===== config.mk =====
export PLATFORM = sky130hd
export DESIGN_NAME = fdn_out_fifo
export DESIGN_NICKNAME = d
export VERILOG_FILES = /design/src/rtl/fdn_out_fifo.sv
export SDC_FILE = /design/constraint.sdc
export NUM_CORES = 1
export LEC_CHECK = 0
export CAP_MARGIN = 20
export CORE_MARGIN = 4
export CORE_UTILIZATION = 50
export DETAILED_ROUTE_END_ITERATION = 6
export GPL_TIMING_DRIVEN = 0
export PLACE_DENSITY = 0.68
export SLEW_MARGIN = 40
export SYNTH_ARGS = -nofsm -noshare
export SYNTH_HDL_FRONTEND = slang
export SYNTH_SLANG_ARGS = --single-unit

===== constraint.sdc =====
create_clock -name clk -period 6.8 [get_ports clk]
set_input_delay 2.04 -clock clk [delete_from_list [all_inputs] [get_ports clk]]
set_output_delay 2.04 -clock clk [all_outputs]
set_load 0.03 [all_outputs]

===== src/rtl/fdn_out_fifo.sv =====
// Output stage for the FDN MAC core: narrows Re/Im, buffers in a FWFT FIFO, drives an AXI-Stream-style master.
// Define FDN_OUT_SAT_EN to saturate on narrowing (and drive sat_pulse); otherwise components wrap.
module fdn_out_fifo #(
    parameter int unsigned W_IN  = 32,
    parameter int unsigned W_OUT = 16,
    parameter int unsigned DEPTH = 16
) (
    input  logic                   clk,
    input  logic                   rst,
    input  logic                   vld_in,
    input  logic                   last_in,
    input  logic [W_IN-1:0]        re_in,
    input  logic [W_IN-1:0]        im_in,
    output logic                   m_tvalid,
    input  logic                   m_tready,
    output logic [2*W_OUT-1:0]     m_tdata,
    output logic                   m_tlast,
    output logic [$clog2(DEPTH):0] level,
    output logic                   ovf,
    output logic                   sat_pulse
);

    localparam int unsigned AW = $clog2(DEPTH);
    localparam int unsigned CW = AW + 1;
    localparam int unsigned MW = 2 * W_OUT + 1;

    logic [W_OUT-1:0] w_re_n;
    logic [W_OUT-1:0] w_im_n;
    logic             w_clip;

`ifdef FDN_OUT_SAT_EN
    // Returns {clipped, value}; in range when all bits above the output sign bit match it.
    function automatic logic [W_OUT:0] narrow(input logic [W_IN-1:0] x);
        logic [W_IN-W_OUT:0] hi;
        hi = x[W_IN-1:W_OUT-1];
        if ((&hi) || !(|hi))
            narrow = {1'b0, x[W_OUT-1:0]};
        else if (x[W_IN-1])
            narrow = {1'b1, 1'b1, {(W_OUT-1){1'b0}}};
        else
            narrow = {1'b1, 1'b0, {(W_OUT-1){1'b1}}};
    endfunction

    logic [W_OUT:0] w_re_q;
    logic [W_OUT:0] w_im_q;

    assign w_re_q = narrow(re_in);
    assign w_im_q = narrow(im_in);
    assign w_re_n = w_re_q[W_OUT-1:0];
    assign w_im_n = w_im_q[W_OUT-1:0];
    assign w_clip = w_re_q[W_OUT] | w_im_q[W_OUT];
`else
    logic w_unused_hi;

    assign w_re_n      = re_in[W_OUT-1:0];
    assign w_im_n      = im_in[W_OUT-1:0];
    assign w_clip      = 1'b0;
    assign w_unused_hi = ^{re_in, im_in};
`endif

    logic             r_s1_vld;
    logic             r_s1_last;
    logic [W_OUT-1:0] r_s1_re;
    logic [W_OUT-1:0] r_s1_im;
    logic             r_sat;

    // Stage 1: unconditional capture; the core cannot be stalled.
    always_ff @(posedge clk) begin
        if (rst) begin
            r_s1_vld  <= 1'b0;
            r_s1_last <= 1'b0;
            r_s1_re   <= '0;
            r_s1_im   <= '0;
            r_sat     <= 1'b0;
        end else begin
            r_s1_vld  <= vld_in;
            r_s1_last <= last_in;
            r_s1_re   <= w_re_n;
            r_s1_im   <= w_im_n;
            r_sat     <= vld_in & w_clip;
        end
    end

    logic [MW-1:0] r_mem [DEPTH];
    logic [AW-1:0] r_wr_ptr;
    logic [AW-1:0] r_rd_ptr;
    logic [CW-1:0] r_count;
    logic          r_ovf;

    logic          w_full;
    logic          w_pop;
    logic          w_wr;
    logic          w_drop;
    logic [MW-1:0] w_rd_word;

    assign w_full = (r_count == CW'(DEPTH));
    assign w_pop  = (r_count != '0) & m_tready;
    // A pop in the same cycle frees the slot, so a full FIFO still accepts.
    assign w_wr   = r_s1_vld & (~w_full | w_pop);
    assign w_drop = r_s1_vld & w_full & ~w_pop;

    always_ff @(posedge clk) begin
        if (rst) begin
            r_wr_ptr <= '0;
            r_rd_ptr <= '0;
            r_count  <= '0;
            r_ovf    <= 1'b0;
        end else begin
            if (w_wr)
                r_wr_ptr <= r_wr_ptr + AW'(1);
            if (w_pop)
                r_rd_ptr <= r_rd_ptr + AW'(1);
            if (w_wr && !w_pop)
                r_count <= r_count + CW'(1);
            else if (!w_wr && w_pop)
                r_count <= r_count - CW'(1);
            if (w_drop)
                r_ovf <= 1'b1;
        end
    end

    // Storage array carries no reset; validity is tracked by r_count.
    always_ff @(posedge clk) begin
        if (w_wr)
            r_mem[r_wr_ptr] <= {r_s1_last, r_s1_im, r_s1_re};
    end

    assign w_rd_word = r_mem[r_rd_ptr];
    assign m_tvalid  = (r_count != '0);
    assign m_tdata   = w_rd_word[2*W_OUT-1:0];
    assign m_tlast   = w_rd_word[2*W_OUT];
    assign level     = r_count;
    assign ovf       = r_ovf;
    assign sat_pulse = r_sat;

endmodule

==> flow_summary_export.csv, run 1 <==
group,metric,value,unit
finish,register_area,0.0169,mm²
clocking,cts_tree,"built",
die,pin_count,110,
power,p_leak,8.40,nW
sta,layout_worst_path_cycle_share,79.8,%
route,post-route-drc-count,0,
power,ir_worst_vdd,0.202,mV
finish,finish.utilization,60.9,%
place,detailedPlacementHpwl,29900,µm
route,average_wire_per_standard_cell,26.0,µm
grt,antenna_found_initial,1,
die,chipHeight,216,µm
clocking,number_of_buffers_inserted_during_clock_tree_synthesis,57,
die,die_x_extent,216,µm
finish,multiInputGateArea,0.00455,mm²
sta,report.final.setup_viol,0,
job,drv_cap,0,
route,route.antenna.remaining_nets,0,
die,core_region_area,0.0424,mm²
grt,grt_util_met1,29.8,%
die,initial_utilization,51.0,%
die,floorplan.rows,75,
finish,layout.nets,1263,
clocking,cts_num_sinks,580,
sta,worst_slew_margin_rel,42.2,%
place,placed_cell_area,0.0240,mm²
grt,grt_start_max_net_pins,17,
clocking,clk_latency,0.60,ns
synth,synthTopCellsByArea,"edfxtp_1, mux4_2, dfxtp_1",
place,port_buffers,76,
worst_hold_path,worstHoldPathType,"reg -> reg",
sta,rsz0062_at_grt,"no",
finish,flow.area_growth_from_synthesis,19.4,%
die,dieArea,0.0467,mm²
clocking,clock-root-buffer,"clkbuf_16",
synth,synth_async_sr_flop_share,0,%
finish,final_layout_size_suffix_gt1_share,26.2,%
clocking,postCtsResizedCells,0,
place,globalplace.congestion,0.719,
critical_path,crit_arrival,3.39,ns
synth,post-synth-top-count-cell,"edfxtp_1",
grt,grt-busiest-layer,"met2",
synth,syn_area_per_cell,21.7,µm²
route,dr.first_iter.drc_count,1287,
clocking,post_cts.repair.setup_buffers,0,
sta,clock_skew,0.0148,ns
outcome,outcome,"finished, final reports clean",
sta,timing_worst_slew_pin_value,0.866,ns
critical_path,path_class,"reg -> out",
grt,track_usage,20.5,%
synth,synth-warning-count,0,
grt,first_global_vias,10800,
critical_path,critical_path_required,4.76,ns
synth,ys_dominant_reg_cell,"edfxtp_1",
sta,drv_slew,0,
critical_path,path_max_fanout,10,
synth,post_synth_inst_count,998,
route,avgViaCountPerCell,5.82,
route,vias,10500,
synth,mappedNetlistArea,0.0216,mm²
synth,synth_top_area_cell,"edfxtp_1",
grt,globalRoute.totalOverflow,0,
clocking,clock_path_buffers,3,
sta,final_hold_viol_count,0,
route,firstDrtPassIters,7,
synth,synth_edf_count,528,
synth,synthTopCellsByCount,"edfxtp_1, mux4_2, a22oi_1",
finish,layout.cell_area.non_filler,0.0258,mm²
power,pwr_density_cell,347,mW/mm²
sta,max_freq,184,MHz
grt,grt_use_met2,33.4,%
synth,postSynthNetCount,1077,
clocking,cts_hold_buffers,0,
clocking,cts.reportedPaths.clkPinSlew,0.06,ns
grt,global_route.usage.met3,4.19,%
finish,antenna-diode-count,0,
synth,synth.yosys.seq_area_share,78.1,%
synth,synth.distinct_cells,40,
sta,finalHoldWorstSlack,0.506,ns
power,totalPowerFinal,8.96,mW
synth,synth_top_cell_area_share,73.2,%
critical_path,critPathCaptureType,"primary output",
clocking,clock_tree.htree_level_count,2,
grt,grt_first_pass_wirelength,70600,µm
critical_path,worstSetupStartpointType,"flip-flop",
synth,ys_ff_latch,580,
sta,min_period,5.43,ns
finish,number_of_filler_instances_in_the_final_layout,2972,
route,totalWireLength,47100,µm
-- through the flow --
stage,setup WS (ns),setup TNS (ns),cells
after CTS,1.31,0,1810
after global placement,-1.89,-279.04,1651
final,1.37,0,1810
after floorplan,1.46,0,998
after global routing,1.18,0,1810
after detailed placement,1.78,0,1702
-- state kept, by name, indices dropped and copies added (netlist names), named ones only --
| signal | count |
|---|---|
| level | 5 |
| ovf | 1 |
| r_mem | 528 |
| r_rd_ptr | 4 |
| r_s1_im | 16 |
| r_s1_last | 1 |
| r_s1_re | 16 |
| r_s1_vld | 1 |
| r_wr_ptr | 4 |
-- per-layer routing --
layer	wire, µm	up-vias
li1	-	4497
met1	19600	5566
met2	23200	416
met3	3560	49
met4	651	0
met5	0	-
-- worst max-delay path, cell delays in order (launching register included) --
cell	delay, ns
dfxtp_1	0.30
buf_2	0.19
buf_2	0.28
clkbuf_1	0.63
mux4_2	0.42
a22oi_1	0.17
nand2_1	0.16
clkdlybuf4s50_1	0.63
-- where the power goes --
part | total [mW] | leakage [nW] | internal (mW) | switching, mW
Combinational | 1.84 | 2.21 | 0.888 | 0.949
Sequential | 4.02 | 5.27 | 3.95 | 0.0710
Clock | 3.11 | 0.927 | 1.84 | 1.27
-- cells by family after synthesis --
logic type	Yosys count	synth area share, %
AOI/OAI and AO/OA	80	2.82
xor gates and xnor gates	8	0.324
adders and majority gates	10	0.613
buffers and inverters	60	1.45
DFF	580	78.1
muxes	135	13.9
other	1	0.0173
and+or+nand+nor	124	2.85
-- area by class of cell --
cell class,instances,area share [%]
flip-flops and latches,580,65.4
multi-input cells,358,17.6
clock buffers,89,6.61
repair buffers,127,5.70
well taps,577,2.79
plain buffers,56,1.20
clock inverters,19,0.678
inverters,4,0.0581
-- cell usage in the layout, fill, tap and decap left out, types with 8 or more instances in the layout --
master           Yosys  final
buf_2               10     20
edfxtp_1           528    528
ha_1                 9      9
nand2_1             36     36
nor2_4               0     12
clkbuf_8             0     12
nor2b_1             37     37
buf_4                2     14
buf_16               0     11
nor2_1              30     18
buf_8                0     16
a22oi_1             66     66
dfxtp_1             52     52
clkbuf_2             0      8
mux4_2             132    132
clkbuf_1            27     38
clkbuf_16            0     59
clkdlybuf4s50_1      0     76
clkinv_2             0      9
buf_6                9     12
-- worst paths after layout --
path         cells after the start  slack (ns)          to      start
max reg2reg                     11        3.87    level[4]   level[0]
min                              2        0.51         ovf        ovf
min reg2reg                      2        0.51         ovf        ovf
max                              7        1.37  m_tdata[1]  flip-flop
Note: power is estimated with default switching activity, not from simulation.
==> run 2, diff against run 1 <==
Settings changed: PLACE_DENSITY 0.68 to 0.71.
Clock period 6.8 ns to 4.6 ns, I/O delays scaled along.
==> run 2 against run 1 <==
Sequential cell count is the same. Cell area shrank 0.65%. Largest cell class unchanged. Critical path depth shrank 2. Critical path type unchanged.
==> flow_summary_export.csv, run 2 (synthesis gave the netlist of run 1 again) <==
group,metric,value,unit
sta,layout_worst_path_cycle_share,97.7,%
power,ir_worst_vdd,0.359,mV
die,initial_utilization,51.0,%
sta,timing_worst_slew_pin_value,0.847,ns
route,firstDrtPassIters,5,
sta,finalHoldWorstSlack,0.504,ns
sta,clock_skew,0.0146,ns
clocking,cts_tree,"built",
finish,final_layout_size_suffix_gt1_share,25.3,%
critical_path,worstSetupStartpointType,"flip-flop",
job,drv_cap,0,
die,floorplan.rows,75,
critical_path,critPathCaptureType,"primary output",
die,dieArea,0.0467,mm²
clocking,clock_path_buffers,3,
grt,first_global_vias,10900,
grt,grt_first_pass_wirelength,70100,µm
sta,max_freq,223,MHz
finish,layout.cells.most_common_list,"edfxtp_1, mux4_2, clkdlybuf4s50_1",
die,chipHeight,216,µm
grt,track_usage,20.2,%
power,totalPowerFinal,12.9,mW
finish,largest_register,"r_mem",
route,average_wire_per_standard_cell,25.9,µm
finish,layout.nets,1253,
power,clock_power_share,32.9,%
sta,rsz0062_at_grt,"no",
die,die_x_extent,216,µm
critical_path,path_class,"reg -> out",
clocking,clock-root-buffer,"clkbuf_16",
finish,registers_with_the_highest_flip_flop_counts,"r_mem (528), r_s1_im (16), r_s1_re (16)",
finish,finish.utilization,60.5,%
finish,stdcell_count,1797,
place,globalplace.congestion,0.752,
place,placedCellCount,1694,
route,vias,10600,
sta,final_hold_viol_count,0,
clocking,clock_tree.htree_level_count,2,
sta,drv_slew,0,
die,pin_count,110,
power,p_leak,8.28,nW
power,combPwrFrac,20.9,%
sta,worst_slew_margin_rel,43.5,%
sta,report.final.setup_viol,0,
grt,globalRoute.totalOverflow,0,
clocking,post_cts.repair.setup_buffers,0,
route,route.antenna.remaining_nets,0,
place,port_buffers,76,
critical_path,crit_arrival,3.11,ns
finish,flow.area_growth_from_synthesis,18.6,%
finish,layout_commonest_cell,"edfxtp_1",
grt,antenna_found_initial,0,
route,post-route-drc-count,0,
outcome,outcome,"finished, final reports clean",
clocking,clk_latency,0.59,ns
route,dr.first_iter.drc_count,1101,
power,swShare,25.8,%
power,power.internal,9.56,mW
route,totalWireLength,46600,µm
clocking,number_of_buffers_inserted_during_clock_tree_synthesis,56,
finish,number_of_filler_instances_in_the_final_layout,2998,
worst_hold_path,worstHoldPathType,"reg -> reg",
critical_path,path_max_fanout,10,
power,seq_power_share,46.2,%
clocking,cts.reportedPaths.clkPinSlew,0.06,ns
route,avgViaCountPerCell,5.87,
die,core_region_area,0.0424,mm²
place,detailedPlacementHpwl,29400,µm
sta,min_period,4.49,ns
power,pwr_density_cell,502,mW/mm²
clocking,cts_num_sinks,580,
critical_path,critical_path_required,3.22,ns
grt,grt_start_max_net_pins,17,
power,net-switching-power,3.33,mW
finish,largest_register_ff_count,528,
## run 2: cell types whose count changed in the layout (fill, tap and decap cells not counted), sizes merged
cell / previous run / this run
clkbuf: 117 / 107
clkinv: 14 / 19
buf: 79 / 73
bufinv: 3 / 1
clkinvlp: 1 / 0
diode: 0 / 1
## run 2: path summary, 6_finish.rpt
| check | startpoint | end | slack, ns | cells past startpoint |
|---|---|---|---|---|
| setup / recovery | flip-flop | m_tdata[15] | 0.11 | 5 |
| hold / removal | ovf | ovf | 0.50 | 2 |
| setup reg to reg | level[0] | level[4] | 1.68 | 11 |
| hold reg to reg | ovf | ovf | 0.50 | 2 |
## run 2: final cells by class
type / instances / area (µm²) / share of cell area (%)
Timing Repair Buffer: 119 / 1460 / 5.68
Sequential cell: 580 / 16900 / 65.8
Tap cell: 577 / 722 / 2.81
Inverter: 4 / 15.0 / 0.0585
Clock inverter: 21 / 131 / 0.512
Antenna cell: 1 / 2.50 / 0.00974
Multi-Input combinational cell: 358 / 4570 / 17.8
Buffer: 55 / 315 / 1.23
Clock buffer: 82 / 1570 / 6.11
## run 2: layer usage
metal,track usage [%],wire [µm],vias up
met4,5.61,1090,0
met5,0,0,-
li1,-,-,4482
met3,3.01,3260,74
met1,28.9,19000,5517
met2,33.2,23200,477
## run 2: worst max-delay path: stages, from the launching register on
cell and delay, ns:
dfxtp_1 0.33, nor2_1 0.50, clkbuf_1 0.64, a22oi_1 0.18
nand2_1 0.18, clkdlybuf4s50_1 0.70
## run 2: timing repair
item	4_1_cts	5_1_grt
resized for setup	13	15
hold buffers	0	0
setup endpoints to repair	33	20
pin swaps	0	0
## run 2: power by group through the flow
stage | Combinational [mW] | Sequential (mW) | Clock, mW
detailed placement | 2.74 | 6.05 | 0
CTS | 2.75 | 5.95 | 4.31
floorplan | 1.90 | 6.05 | 0
finish | 2.70 | 5.95 | 4.24
global route | 2.89 | 5.97 | 4.55
global placement | 2.70 | 6.04 | 0
## run 2: stage by stage
stage	setup slack, ns	setup TNS (ns)	cell area [µm²]
finish	0.107	0	25700
detailed placement	0.411	0	24000
global route	0.00133	0	25700
floorplan	0.128	0	21700
CTS	0.000768	0	25700
global placement	-3.11	-818.49	23100
